### src/rtl/program_counter_pkg.sv
// Shared constants for the RV64 program counter and the PC-relative adders.
package program_counter_pkg;

  localparam int unsigned WORDSIZE_DEFAULT   = 64;
  localparam logic [63:0] RESET_ADDR_DEFAULT = 64'h0;
  localparam logic [63:0] PC_STEP            = 64'd4;

endpackage

### src/rtl/program_counter_pc_adder.sv
// WORDSIZE-bit unsigned adder returning {carry, sum}.
// Also used by the branch-target logic.
module pc_adder #(
  parameter int WORDSIZE = 64
) (
  input  logic [WORDSIZE-1:0] a,
  input  logic [WORDSIZE-1:0] b,
  output logic [WORDSIZE-1:0] sum,
  output logic                carry
);

  assign {carry, sum} = {1'b0, a} + {1'b0, b};

endmodule

### src/rtl/program_counter.sv
// Instruction-address register: advances by a signed increment every clock.
// Wrap records the carry out of the last update.
module program_counter
  import program_counter_pkg::*;
#(
  parameter int                  WORDSIZE   = WORDSIZE_DEFAULT,
  parameter logic [WORDSIZE-1:0] RESET_ADDR = WORDSIZE'(RESET_ADDR_DEFAULT)
) (
  input  logic                clk,
  input  logic                reset,
  input  logic [WORDSIZE-1:0] increment,
  output logic [WORDSIZE-1:0] addr,
  output logic [WORDSIZE-1:0] next_addr,
  output logic                wrap
);

  // Initialisers give a defined power-up state even before the first reset.
  logic [WORDSIZE-1:0] addr_q = RESET_ADDR;
  logic                wrap_q = 1'b0;
  logic [WORDSIZE-1:0] sum;
  logic                carry;

  pc_adder #(.WORDSIZE(WORDSIZE)) u_adder (
    .a     (addr_q),
    .b     (increment),
    .sum   (sum),
    .carry (carry)
  );

  always_ff @(posedge clk) begin
    if (reset) begin
      addr_q <= RESET_ADDR;
      wrap_q <= 1'b0;
    end else begin
      addr_q <= sum;
      wrap_q <= carry;
    end
  end

  assign addr      = addr_q;
  assign wrap      = wrap_q;
  assign next_addr = sum;

endmodule

### config.mk
export PLATFORM = sky130hd
export DESIGN_NAME = program_counter
export DESIGN_NICKNAME = d
export VERILOG_FILES = /design/src/rtl/program_counter_pkg.sv /design/src/rtl/program_counter_pc_adder.sv /design/src/rtl/program_counter.sv
export SDC_FILE = /design/constraint.sdc
export NUM_CORES = 1
export LEC_CHECK = 0
export ABC_AREA = 1
export CORE_UTILIZATION = 55
export DETAILED_ROUTE_END_ITERATION = 16
export GPL_ROUTABILITY_DRIVEN = 1
export PLACE_DENSITY = 0.85
export SYNTH_ARGS = -nofsm -noshare
export SYNTH_HDL_FRONTEND = slang
export SYNTH_SLANG_ARGS = --single-unit
### constraint.sdc
create_clock -name clk -period 3.02 [get_ports clk]
set_clock_uncertainty 0.1 [all_clocks]
set_input_delay 0.302 -clock clk [delete_from_list [all_inputs] [get_ports clk]]
set_output_delay 0.302 -clock clk [all_outputs]
set_load 0.03 [all_outputs]
==> results of run 1 <==
cell usage after synthesis (9+ instances only):
cell,number
a21oi_1,49
and2_1,13
dfxtp_1,65
ha_1,64
inv_1,363
nand2_1,616
nand2_2,26
nand3_1,32
nand3b_1,20
nor2_1,135
nor2_2,16
nor3_1,10
nor3_2,9
xnor2_1,18
per-layer routing:
metal	GRT usage, %	share of wire [%]
met1	51.2	39
met2	63.5	44
met3	7.35	12
met4	15.7	5.2
met5	0	0
where the power goes:
| part | internal [mW] | switching, mW |
|---|---|---|
| Sequential | 1.28 | 0.309 |
| Clock | 0.558 | 0.479 |
| Combinational | 4.65 | 8.30 |
metrics by stage:
step	utilization, %	instance area, µm²	power, mW	TNS (ns)	hold slack [ns]
global route	79.1	11000	16.3	-2.71	0.282
global placement	72.8	10200	13.0	0	0.518
CTS	74.9	10400	14.3	0	0.253
floorplan	-	7860	8.78	0	0.503
detailed placement	72.8	10200	13.3	-0.503	0.522
finish	79.1	11000	15.6	-0.872	0.259
flip-flops by register name (all words and copies together), names as in the netlist:
| signal | count |
|---|---|
| wrap | 1 |
| addr | 64 |
worst max-delay path by stage:
stage | from | cells after the start | to
after floorplan | addr[0] | 9 | next_addr[28]
after global placement | increment[8] | 14 | next_addr[58]
after detailed placement | increment[0] | 11 | next_addr[28]
after CTS | increment[28] | 14 | next_addr[61]
after global routing | increment[10] | 15 | next_addr[53]
final | increment[0] | 14 | next_addr[56]
logic make-up (layout without fill, tap and decap cells):
logic type / Yosys count / after routing
AO/OA/AOI/OAI: 56 / 56
AND/OR/NAND/NOR: 887 / 887
flip-flops: 65 / 65
buffers and inverters: 377 / 610
adder cells (fa/ha/maj): 65 / 65
XOR/XNOR: 30 / 30
repair_timing:
item	in CTS	in global routing
resized for setup	5	136
setup buffers	0	3
endpoints found under the setup margin	19	39
pin swaps	0	12
area by class of cell:
cell class | instances | area (µm²) | area share [%]
clock buffer | 10 | 229 | 2.08
clock inverter | 6 | 45.0 | 0.409
tap | 180 | 225 | 2.04
inverter | 370 | 1390 | 12.6
sequential | 65 | 1300 | 11.8
timing repair buffer | 224 | 2130 | 19.3
multi-input combinational | 1038 | 5710 | 51.7
==> impl_metrics.tcl, run 1 <==
set metrics [dict create \
    synth-xor-area-share_pct 4.11 \
    syn_nets 1611 \
    final_cell_mix "nand2_1 (583), inv_1 (360), clkdlybuf4s50_1 (137), nor2_1 (118), buf_4 (72)" \
    tightest_slew_ns 0.483 \
    cts_hold_buf 0 \
    slew_violations 0 \
    synthAdderAreaFrac_pct 10.4 \
    synth_top_area_share_pct 29.4 \
    htree_levels 3 \
    drive_above_1_share_pct 16.6 \
    routedWlPerCell_um 17.5 \
    cts_buffers 9 \
    synth_top_area_cell "nand2_1" \
    synth_area_leaders "nand2_1 (29%), inv_1 (17%), dfxtp_1 (17%)" \
    run_status "complete, but fails checks" \
    cp-end-kind "primary output" \
    clockBufferDepth 2 \
    rsz0062_at_grt "true" \
    critical_path_required_ns 2.62 \
    reg2reg_from "addr[0]" \
    die-area_um2 14800 \
    num_rows 43 \
    max_stage_delay_ns 0.46 \
    violations "setup timing" \
    worst_ep_arrival_time_ns 2.72 \
    fill_cells 1008 \
    clkSlewWorstSetupHoldPaths_ns 0.07 \
    cts_tree "yes" \
    r2r_slack_ns 0.63 \
    fin_cells 1893 \
    ant_nets 0 \
    synth-simple-area-share_pct 47.2 \
    drc_errors 0 \
    mostFrequentLayoutCell "nand2_1" \
    final.period_utilization_pct 103 \
    hold_depth 2 \
    power.leakage_nw 6.39 \
    die_w_um 122 \
    post_synth.cell_area_avg_um2 5.31 \
    synth_compound_area_share_pct 3.71 \
    path_class "primary input to primary output" \
    cts_num_sinks 65 \
    drv_cap 0 \
    grt.total_usage_pct 39.2 \
    max-vdd-ir-drop_mv 1.41 \
    grt_antenna_before_repair 0 \
    synth_top_family_by_area "simple AND/OR/NAND/NOR gates" \
    fin_crit_ns 3.12 \
    crit_family "simple AND/OR/NAND/NOR gates" \
    cts_root_buf "clkbuf_16" \
    holdCritPathClass "primary input to flip-flop" \
    ys.flop_type "dfxtp_1" \
    finalHoldViolCount 0 \
    numPortBuffers 194 \
    grt_overflow 0 \
    maxClockFrequency_ghz 0.320 \
    die_h_um 122 \
    powerDensity_nw_per_um2 1410 \
    hpwl_um 24000 \
    routed_via_density 5.43 \
    syn_area_um2 7860 \
    grt_first_pass_wirelength_um 44000 \
    crit_slowest_cell "fa_2" \
    core-area_um2 13900 \
    syn_to_final_growth_pct 40.3 \
    yosys_warnings 0 \
    clkLatencyLatePin_ns 0.36 \
    hp-start "reset" \
    ys_types 28 \
    drtIter0Drc 1212 \
    start_kind "primary input" \
    setup_viol 20 \
    synth_cells 1480 \
    reg2reg_depth 13 \
    yosys-mux-area-fraction_pct 0 \
    r2r_end "addr[32]" \
    finish.net_count 1839 \
    synth_edf_count 0 \
    start_util_pct 56.4 \
    hold_end "addr[11]" \
    crit_fanout 4 \
    firstDrtPassIters 6 \
    pre_cts_slack_ns -0.0761 \
    maxSlewHeadroom_pct 67.8 \
    grt_max_degree 36 \
    wirelength_um 33100 \
    worst-path-buf-inv 3 \
    synth-seq-area-share_pct 16.6 \
    async_flop_share_pct 0 \
    vias 10300 \
    grt_pass1_vias 8937 \
    critPathMostFrequentCell "nand2_1" \
    gp_congestion 0.989 \
    crit_chain "clkdlybuf4s50_1 > ha_2 > fa_2 > nand3_2 > nand3_4 > nand2_1 > nand2_2 > nand3_1 > nand3_2 > nand2_1 > nand3b_1 > nand2_1 > inv_1 > buf_4" \
    setup_ws_ns -0.103 \
    numPlacedInstances 1874 \
    ios 195 \
    antenna_cells 0 \
    ys_ff_latch 65 \
]
Note: power is estimated with default switching activity, not from simulation.
==> run 2: changes to the inputs <==
Settings changed: GPL_ROUTABILITY_DRIVEN 1 to 0.
==> run 2 against run 1 <==
The flow now finishes without violations. Flip-flop and latch count did not move. Sequential power down 4%. Via count shrank 8.5%. Die area did not move. Non-clock buffer count fell by 12. Combinational power down 7%. Worst setup slack gained 0.15 ns. Global-route usage down 4.5 points. Critical path depth unchanged. Critical endpoint is now next_addr[61]. Largest power group unchanged.
==> impl_metrics.tcl, run 2 (synthesized netlist as in run 1, its figures left out) <==
set metrics [dict create \
    run_status "finished, final reports clean" \
    cts_num_sinks 65 \
    max_stage_delay_ns 0.42 \
    fin_area_um2 10700 \
    fin_cells 1878 \
    setup_ws_ns 0.0451 \
    numPlacedInstances 1863 \
    clockBufferDepth 2 \
    holdCritPathClass "primary input to flip-flop" \
    wirelength_um 25900 \
    worst-path-buf-inv 3 \
    slew_violations 0 \
    drtIter0Drc 1049 \
    hpwl_um 21100 \
    cts_root_buf "clkbuf_16" \
    firstDrtPassIters 6 \
    grt_antenna_before_repair 0 \
    vias 9411 \
    htree_levels 3 \
    crit_fanout 4 \
    syn_to_final_growth_pct 36.4 \
    cts_hold_buf 0 \
    routed_via_density 5.01 \
    num_rows 43 \
    grt_max_degree 22 \
    clkLatencyLatePin_ns 0.35 \
    crit_family "simple AND/OR/NAND/NOR gates" \
    final_cell_mix "nand2_1 (588), inv_1 (363), clkdlybuf4s50_1 (136), nor2_1 (120)" \
    grt_pass1_vias 8386 \
    die_w_um 122 \
    largest_register_ffs 64 \
    start_kind "primary input" \
    fin_crit_ns 2.97 \
    pre_cts_slack_ns -0.0101 \
    setup_viol 0 \
    rsz0062_at_grt "true" \
    ant_nets 0 \
    cp-end-kind "primary output" \
    crit_slowest_cell "clkdlybuf4s50_1" \
    grt.total_usage_pct 34.7 \
    mostFrequentLayoutCell "nand2_1" \
    ios 195 \
    whs_ns 0.281 \
    cts_tree "yes" \
    finalHoldViolCount 0 \
    die_h_um 122 \
    path_class "primary input to primary output" \
    routedWlPerCell_um 13.8 \
    grt_overflow 0 \
    powerDensity_nw_per_um2 1350 \
    finish.net_count 1827 \
    grt_first_pass_wirelength_um 39600 \
    dpl_cell_area_um2 10100 \
    final.period_utilization_pct 98.5 \
    drive_above_1_share_pct 14.5 \
    maxSlewHeadroom_pct 70.4 \
    drv_cap 0 \
    cts_buffers 9 \
    fill_cells 1154 \
    max-vdd-ir-drop_mv 1.11 \
    worst_ep_arrival_time_ns 2.57 \
    crit_chain "clkdlybuf4s50_1 > ha_1 > nand2_1 > nor2_2 > nand2_1 > nor3_2 > nand2_1 > nand2_4 > nand2_1 > nand2_1 > nand2_1 > nand2_1 > inv_1 > buf_4" \
    core-area_um2 13900 \
    tightest_slew_ns 0.444 \
    drc_errors 0 \
    die-area_um2 14800 \
    antenna_cells 0 \
    critPathMostFrequentCell "nand2_1" \
    start_util_pct 56.4 \
    numPortBuffers 194 \
    maxClockFrequency_ghz 0.336 \
    finalPower_mw 14.5 \
    critical_path_required_ns 2.62 \
    clkSlewWorstSetupHoldPaths_ns 0.05 \
    power.leakage_nw 6.27 \
]
[run 2: cell count changes in the layout (fill, tap and decap cells not counted), moves of 3 or more]
cell,previous run,this run
ha_1,30,38
buf_4,72,65
ha_4,13,6
buf_6,5,0
nand2_1,583,588
nand2_2,53,49
nor3_2,9,13
nor3_4,5,1
clkinvlp_4,3,0
inv_1,360,363
inv_2,9,6
[run 2: through the flow]
stage	TNS, ns	util [%]
after global routing	-0.0674	76.9
after floorplan	0	-
after global placement	-0.298	72.3
final	0	76.9
after CTS	0	74.1
after detailed placement	-0.0101	72.3
[run 2: final cells by class]
class / count / area (µm²) / area share, %
multi-input combinational: 1038 / 5530 / 51.5
timing repair buffer: 212 / 2030 / 18.9
inverter: 370 / 1390 / 13.0
sequential: 65 / 1300 / 12.1
clock buffer: 12 / 246 / 2.30
tap: 180 / 225 / 2.10
clock inverter: 1 / 5.00 / 0.0467
[run 2: report_power, final]
part / switching (mW) / leakage, nW / internal [mW]
Combinational: 7.63 / 5.60 / 4.37
Sequential: 0.247 / 0.542 / 1.28
Clock: 0.389 / 0.124 / 0.563
Total: 8.27 / 6.27 / 6.21
[run 2: final timing paths]
path	start	to	slack, ns	cells past startpoint
worst min-delay path	reset	addr[6]	0.28	2
worst max register to register	addr[14]	addr[31]	0.78	13
worst max-delay path	increment[16]	next_addr[61]	0.05	14
worst min register to register	addr[0]	addr[0]	0.57	3
[run 2: what timing repair did]
| item | CTS | global route |
|---|---|---|
| pin swaps | 0 | 8 |
| resized for setup | 4 | 101 |
| endpoints found under the hold margin | 0 | 0 |
| endpoints found under the setup margin | 3 | 31 |
| gates cloned | 0 | 0 |
| setup buffers | 0 | 2 |
[run 2: worst reg2reg max path, cell delays in order (launching register included)]
cell and delay, ns:
dfxtp_1 0.31, ha_1 0.31, buf_4 0.16, nand2_1 0.06, nand2_1 0.08, inv_1 0.08
nand2_1 0.11, a21oi_1 0.14, nand2_1 0.13, nand2_1 0.10, nand2_2 0.10, buf_4 0.17
xor2_2 0.15, and2_1 0.14
[run 2: layer usage]
metal  GRT usage (%)  vias to the layer above  wire length (µm)
met5               0                        -                 0
met4            16.0                        0              1130
met3            8.29                       81              2950
met2            53.3                      508             10800
met1            45.8                     4087             11000
li1                -                     4735                 -
